==> config.mk <==
export PLATFORM = sky130hd
export DESIGN_NAME = int_ctrl
export DESIGN_NICKNAME = d
export VERILOG_FILES = /design/src/rtl/int_ctrl.sv
export SDC_FILE = /design/constraint.sdc
export NUM_CORES = 1
export LEC_CHECK = 0
export ABC_CLOCK_PERIOD_IN_PS = 1800
export BUFFER_PORTS_ARGS = -buffer_cell sky130_fd_sc_hd__buf_2
export CORE_MARGIN = 5
export CORE_UTILIZATION = 43
export CTS_CLUSTER_SIZE = 20
export DETAILED_ROUTE_END_ITERATION = 8
export PLACE_DENSITY_LB_ADDON = 0.15
export SLEW_MARGIN = 40
export SYNTH_ARGS = -nofsm -noshare
export SYNTH_HDL_FRONTEND = slang
export SYNTH_SLANG_ARGS = --single-unit
==> constraint.sdc <==
create_clock -name clk -period 1.8 [get_ports clk]
set_input_delay 0.09 -clock clk [delete_from_list [all_inputs] [get_ports clk]]
set_output_delay 0.09 -clock clk [all_outputs]
set_load 0.02 [all_outputs]
==> src/rtl/int_ctrl.sv <==
// Memory-mapped interrupt controller: latches six sources as level or edge
// requests, masks them and presents HWInt plus a lowest-index-first ID to CP0.
module int_ctrl #(
    parameter logic [31:0] BASE = 32'h0000_7f20,
    parameter int unsigned NSRC = 6
) (
    input  logic             clk,
    input  logic             reset,
    input  logic [NSRC-1:0]  irq_src,
    input  logic [31:0]      m_int_addr,
    input  logic [3:0]       m_int_byteen,
    input  logic [31:0]      m_int_wdata,
    output logic [31:0]      m_int_rdata,
    output logic [NSRC-1:0]  hw_int,
    output logic             int_valid,
    output logic [2:0]       int_id
);

    typedef enum logic [1:0] {
        REG_ACK  = 2'd0,
        REG_PEND = 2'd1,
        REG_MASK = 2'd2,
        REG_EDGE = 2'd3
    } reg_sel_e;

    logic [NSRC-1:0] r_pend;
    logic [NSRC-1:0] r_mask;
    logic [NSRC-1:0] r_edge;
    logic [NSRC-1:0] r_src_q;

    logic [31:0]     w_addr_al;
    logic [31:0]     w_off;
    logic            w_hit;
    reg_sel_e        w_sel;
    logic            w_wr_any;
    logic            w_wr_b0;
    logic [NSRC-1:0] w_clr;
    logic [NSRC-1:0] w_rise;
    logic [NSRC-1:0] w_pend_nxt;
    logic            w_unused;

    assign w_addr_al = {m_int_addr[31:2], 2'b00};
    assign w_off     = w_addr_al - BASE;
    assign w_hit     = (w_addr_al >= BASE) && (w_addr_al <= BASE + 32'd12);
    assign w_sel     = reg_sel_e'(w_off[3:2]);
    assign w_wr_any  = w_hit && (|m_int_byteen);
    assign w_wr_b0   = w_hit && m_int_byteen[0];
    assign w_unused  = ^{m_int_addr[1:0], w_off[31:4], w_off[1:0], m_int_wdata[31:NSRC]};

    // ACK clears only the external-pin request; PEND writes are write-one-to-clear.
    always_comb begin
        // NOTE: every combinational output gets a default first so no path leaves it unassigned (no latch).
        w_clr = '0;
        if (w_wr_b0 && w_sel == REG_PEND) w_clr = m_int_wdata[NSRC-1:0];
        if (w_wr_any && w_sel == REG_ACK) w_clr[2] = 1'b1;
    end

    assign w_rise     = irq_src & ~r_src_q;
    // Edge bits: a new rise wins over a same-cycle clear. Level bits simply follow the source.
    assign w_pend_nxt = (r_edge & (w_rise | (r_pend & ~w_clr))) | (~r_edge & irq_src);

    always_ff @(posedge clk or posedge reset) begin
        // NOTE: state registers use non-blocking assignments so all of them update from pre-edge values.
        if (reset) begin
            r_pend  <= '0;
            r_mask  <= '1;
            r_edge  <= NSRC'(6'b000100);
            r_src_q <= '0;
        end else begin
            r_src_q <= irq_src;
            r_pend  <= w_pend_nxt;
            if (w_wr_b0 && w_sel == REG_MASK) r_mask <= m_int_wdata[NSRC-1:0];
            if (w_wr_b0 && w_sel == REG_EDGE) r_edge <= m_int_wdata[NSRC-1:0];
        end
    end

    always_comb begin
        m_int_rdata = '0;
        if (w_hit) begin
            case (w_sel)
                REG_PEND: m_int_rdata = {{(32-NSRC){1'b0}}, r_pend};
                REG_MASK: m_int_rdata = {{(32-NSRC){1'b0}}, r_mask};
                REG_EDGE: m_int_rdata = {{(32-NSRC){1'b0}}, r_edge};
                default:  m_int_rdata = '0;
            endcase
        end
    end

    assign hw_int    = r_pend & r_mask;
    assign int_valid = |hw_int;

    // Scan downward so the lowest set index is the last one written.
    always_comb begin
        int_id = 3'd7;
        for (int i = NSRC - 1; i >= 0; i--) begin
            if (hw_int[i]) int_id = 3'(i);
        end
    end

endmodule

Word level (Yosys, flattened, before mapping) --
Index checks and enable logic that the tools add are counted.
Cells by class: $add $sub $neg 1, $lt $le $gt $ge 2, equality and inequality tests 3, multiplexer cells 10, bitwise operators 10, reduce and logical (&&, ||, !) cells 10
Operators by type and width (count):
- 32-bit by 15-bit >= comparator with 1-bit output (second input constant) | 1
- 32-bit by 15-bit less-or-equal comparator with 1-bit output (second input constant) | 1
- 6-bit bitwise AND | 5
- 6-bit NOT | 3
- 6-bit case mux with 3 select lines | 1
- 3-bit 2-to-1 mux | 5
- 6-bit 2-to-1 mux | 2
- 6-bit bitwise OR | 2
- 1-bit logical AND | 7
- 6-bit OR reduction | 1
- 2-bit equality test (second input constant) | 2
- 4-bit OR reduction | 1
- 4-bit by 1-bit subtractor with 4-bit output (second input constant) | 1
- 2-bit by 1-bit equality test with 1-bit output (second input constant) | 1
- 2-bit zero test | 1
- 2-bit 2-to-1 mux | 1
- 1-bit 2-to-1 mux | 1
Word-level totals: register bits 24, logic and storage cells 40

Depth between registers and ports, before layout --
depth after elaboration 11, gate-level depth with buffers 5, mapped depth without buffers 4

Worst setup path before layout --
No wires, ideal clock.
path type register to output, start register r_pend[3], end output port int_valid, arrival time 1.526 ns, data required time 1.710 ns, path slack 0.184 ns, stages on the path, launching flop included 4, cell sequence dfrtp_1 -> and2_1 -> nor3_1 -> nand3_1
Between the ends: cells in the longest elaborated chain, start to end 2
Ends and longest elaborated chain:
- from (decl) | RTL line 26 | logic [NSRC-1:0] r_pend;
- from (signal assigned) | RTL line 71 | r_pend <= w_pend_nxt;
- 6-bit bitwise AND | RTL line 89 | assign hw_int = r_pend & r_mask;
- named net hw_int[3] | RTL line 14 | output logic [NSRC-1:0] hw_int,
- 6-bit OR reduction | RTL line 90 | assign int_valid = |hw_int;
- to (decl) | RTL line 15 | output logic int_valid,
The timed path passes the listed nets, and every way through them passes these cells.

Final worst setup path --
start input port m_int_addr[6], end output port m_int_rdata[4]
Between the ends: cells in the longest elaborated chain, start to end 3, elaborated cells between the ends (all ways) 4, those cells by class order compare (2); mux (1); reduce/logical (1)
Ends and longest elaborated chain:
- from (decl) | RTL line 10 | input logic [31:0] m_int_addr,
- 32-bit by 15-bit >= comparator with 1-bit output or 32-bit by 15-bit less-or-equal comparator with 1-bit output (tied branches) | RTL line 44 | assign w_hit = (w_addr_al >= BASE) && (w_addr_al <= BASE + 32'd12);
- 1-bit logical AND * | RTL line 44
- 6-bit 2-to-1 mux * | RTL line 79 | if (w_hit) begin
- to (decl) | RTL line 13 | output logic [31:0] m_int_rdata,
Mark *: on every way between the ends. The rest lies on a longest branch, timed or not.

==> out/qor_table.md <==
| Item | This run | Unit |
|---|---|---|
| Post-layout util | 0.561 | - |
| Hold buffer count at CTS | 7 | - |
| Setup slack, reg-to-reg | 0.95 | ns |
| Type of the worst setup path | in -> out | - |
| Per-cell routed wire length | 13.9 | µm |
| Setup TNS | 0 | ns |
| Time the final worst path needs with I/O delays and setup | 1.67 | ns |
| GRT Overall Usage | 0.160 | - |
| Unrepaired setup endpoints after global routing | no | - |
| Remaining antenna violation count after routing | 0 | - |
| Total count of max-transition violations in the final report | 0 | - |
| Flip-flop and latch count after synthesis | 24 | - |
| Post-synthesis average cell area | 10.6 | µm² |
| Max capacitance violation total | 0 | - |
| Number of rows in the core area | 22 | - |
| Count of different cell masters after synthesis | 30 | - |
| Final clock skew | 0.000782 | ns |
| Number of DRC violations after detailed routing | 0 | - |
| Maximum number of pins on one net before global-route repair | 25 | - |
| GPL Wtd Cong | 0.749 | - |
| Number of global-route vias before repair | 1384 | - |
| Layout Nets | 304 | - |
| Number of instances resized during post-cts repair | 0 | - |
| Final instance count without filler cells | 275 | - |
| CTS H-Tree Depth | 1 | - |
| Ys flop type | sky130_fd_sc_hd__dfrtp_1 | - |
| Launch point of the worst reg-to-reg path | r_edge[2] | - |
| Count of placed standard cells including taps | 264 | - |
| Multi-input logic area | 813 | µm² |
| Total CTS buffers | 3 | - |
| Die Ht | 70.4 | µm |
| Count of cells along the worst register-to-register path | 3 | - |
| # Post-CTS Setup Buffers | 0 | - |
| DR iter-0 viols | 83 | - |
| CTS Root Buffer Type | sky130_fd_sc_hd__clkbuf_8 | - |
| Antenna violations before repair | 0 | - |
| Clock-pin slew of the registers on the worst-case setup and hold paths | 0.08 | ns |
| Critical R2R Capture | r_pend[2] | - |
| Number of vias in the routed layout | 1340 | - |
| Commonest non-fill, non-tap cell in the layout | sky130_fd_sc_hd__buf_2 | - |
| Yosys warning total | 0 | - |
| Fraction of registers with async set/reset | 1.00 | - |
| Clock Tree Buf Depth | 2 | - |
| Cell type contributing the most total cell area after synthesis | sky130_fd_sc_hd__dfrtp_1 | - |
| Antenna cell count | 0 | - |
| Endpoint arrival time on the critical path | 1.58 | ns |
| Data required time at the worst endpoint | 1.71 | ns |
| Total overflow reported by the global router | 0 | - |
| X dimension of the die | 70.4 | µm |
| I/O pins | 118 | - |
| Number of enable flip-flop cells after synthesis | 0 | - |
| Later-pin clock latency in the skew report | 0.26 | ns |
| TritonCTS clock tree | built | - |
| Area of the mapped netlist | 1570 | µm² |
| Type of the most critical hold path | in -> reg | - |
| Number of iterations in the first detailed-routing pass | 4 | - |
| Critical Path Sink Type | output port | - |
| Final Hold Violating Endpoints | 0 | - |
| Fmax achieved | 0.599 | GHz |
| Post-DP HPWL | 3060 | µm |
| Outcome | completed | - |
| First-pass GRT wire length | 6470 | µm |
| Highest ir drop seen on vdd | 0.000229 | V |
| Number of instances in the synthesized netlist | 148 | - |
| Commonest cells after routing, fill and taps aside | 63 x sky130_fd_sc_hd__buf_2, 26 x sky130_fd_sc_hd__conb_1, 18 x sky130_fd_sc_hd__mux2_2, 17 x sky130_fd_sc_hd__dfrtp_1, 15 x sky130_fd_sc_hd__nand2_1 | - |
| Fraction of layout instances using a drive strength above 1 | 0.502 | - |
| CP Launch Point | m_int_addr[6] | - |
| Worst setup path endpoint | m_int_rdata[4] | - |
| # fillers | 359 | - |
| Top cells by area, synth | sky130_fd_sc_hd__dfrtp_1 27%, sky130_fd_sc_hd__mux2_2 13%, sky130_fd_sc_hd__buf_4 12% | - |
| Area of the placeable core | 3610 | µm² |
| Final worst-path cycle share | 0.927 | - |
| Portion of synthesized cell area occupied by the leading cell type | 0.271 | - |
| Die ar. | 4960 | µm² |
| Initial standard-cell utilization of the core | 0.435 | - |
| IO buf count | 63 | - |
| Total length of routed wires | 3830 | µm |
| Register area | 609 | µm² |
| Part of the Yosys area used for sequential elements | 0.388 | - |
| Startpoint Class | input port | - |
| Power density cells | 527 | nW/µm² |
| Number of sinks on the clock net | 24 | - |
| Area growth from synthesis to final layout | 28.9 | % |
| Avg Vias per Cell | 4.87 | - |
| Final count of negative-setup-slack endpoints | 0 | - |
| Worst-path fanout max | 6 | - |
| Leakage | 1.04 | nW |
[worst min path at each step]
stage                               from  slack (ns)  cells after the start          to
final                     m_int_wdata[0]        0.09                      2   r_mask[0]
after global routing      m_int_wdata[0]        0.08                      2   r_edge[0]
after CTS                 m_int_wdata[0]        0.08                      2   r_mask[0]
after detailed placement           reset        0.15                      3  r_src_q[5]
after global placement             reset        0.14                      3  r_src_q[1]
after floorplan                    reset         0.1                      1   r_edge[0]
[per-stage QoR]
stage	worst slack, ns	instance area (µm²)	total power, W	hold WS [ns]
global route	0.0357	2020	0.00112	0.0844
finish	0.132	2020	0.00107	0.0874
global placement	0.0679	1910	0.000739	0.143
CTS	0.119	2020	0.00108	0.0828
floorplan	0.184	1660	0.000708	0.0994
detailed placement	0.0249	1910	0.000744	0.151
[per-layer routing]
metal	vias up	part of all wire	wire length (µm)	global-route usage
met1	615	0.42	1620	0.197
met2	79	0.45	1720	0.264
met3	9	0.11	411	0.0360
met5	-	0	0	0
li1	637	-	-	-
met4	0	0.022	86	0.0766
[cell usage after synthesis (3+ instances only)]
cell type,number
sky130_fd_sc_hd__a22oi_1,7
sky130_fd_sc_hd__a32o_1,5
sky130_fd_sc_hd__buf_4,26
sky130_fd_sc_hd__clkbuf_1,5
sky130_fd_sc_hd__dfrtp_1,17
sky130_fd_sc_hd__dfstp_2,7
sky130_fd_sc_hd__inv_1,7
sky130_fd_sc_hd__mux2_2,18
sky130_fd_sc_hd__nand2_1,15
sky130_fd_sc_hd__nand4b_1,4
sky130_fd_sc_hd__nor2_1,7
sky130_fd_sc_hd__nor4_2,3
sky130_fd_sc_hd__or3_1,5
[where the power goes]
part / switching, W / total, W / internal (W)
Clock: 0.000162 / 0.000320 / 0.000158
Sequential: 0.00000774 / 0.000561 / 0.000553
Combinational: 0.000112 / 0.000185 / 0.0000730
[final cells by class]
type | count | share of cell area
multi-input cells | 111 | 0.402
flip-flops and latches | 24 | 0.301
repair buffers | 81 | 0.231
well taps | 48 | 0.0297
clock buffers | 4 | 0.0223
inverters | 7 | 0.0130
[registers in the layout (all words and copies together) (netlist names)]
name / count
r_edge: 6
r_mask: 6
r_pend: 6
r_src_q: 6
[critical path, cell delays in order]
cell	delay, ns
sky130_fd_sc_hd__buf_2	0.11
sky130_fd_sc_hd__nor4b_4	0.31
sky130_fd_sc_hd__nand4_4	0.20
sky130_fd_sc_hd__buf_4	0.19
sky130_fd_sc_hd__or2_2	0.37
sky130_fd_sc_hd__nor2_1	0.13
sky130_fd_sc_hd__buf_2	0.17
[kinds of logic (layout without fill, tap and decap cells)]
kind of cell    after synthesis  in the layout  synth area share
compound gates               17             17            0.0861
buf+inv                      38             92             0.153
flops                        24             24             0.388
mux                          18             18             0.129
other cells                   1             26           0.00239
simple gates                 50             50             0.241
(Power assumes the default switching activity.)
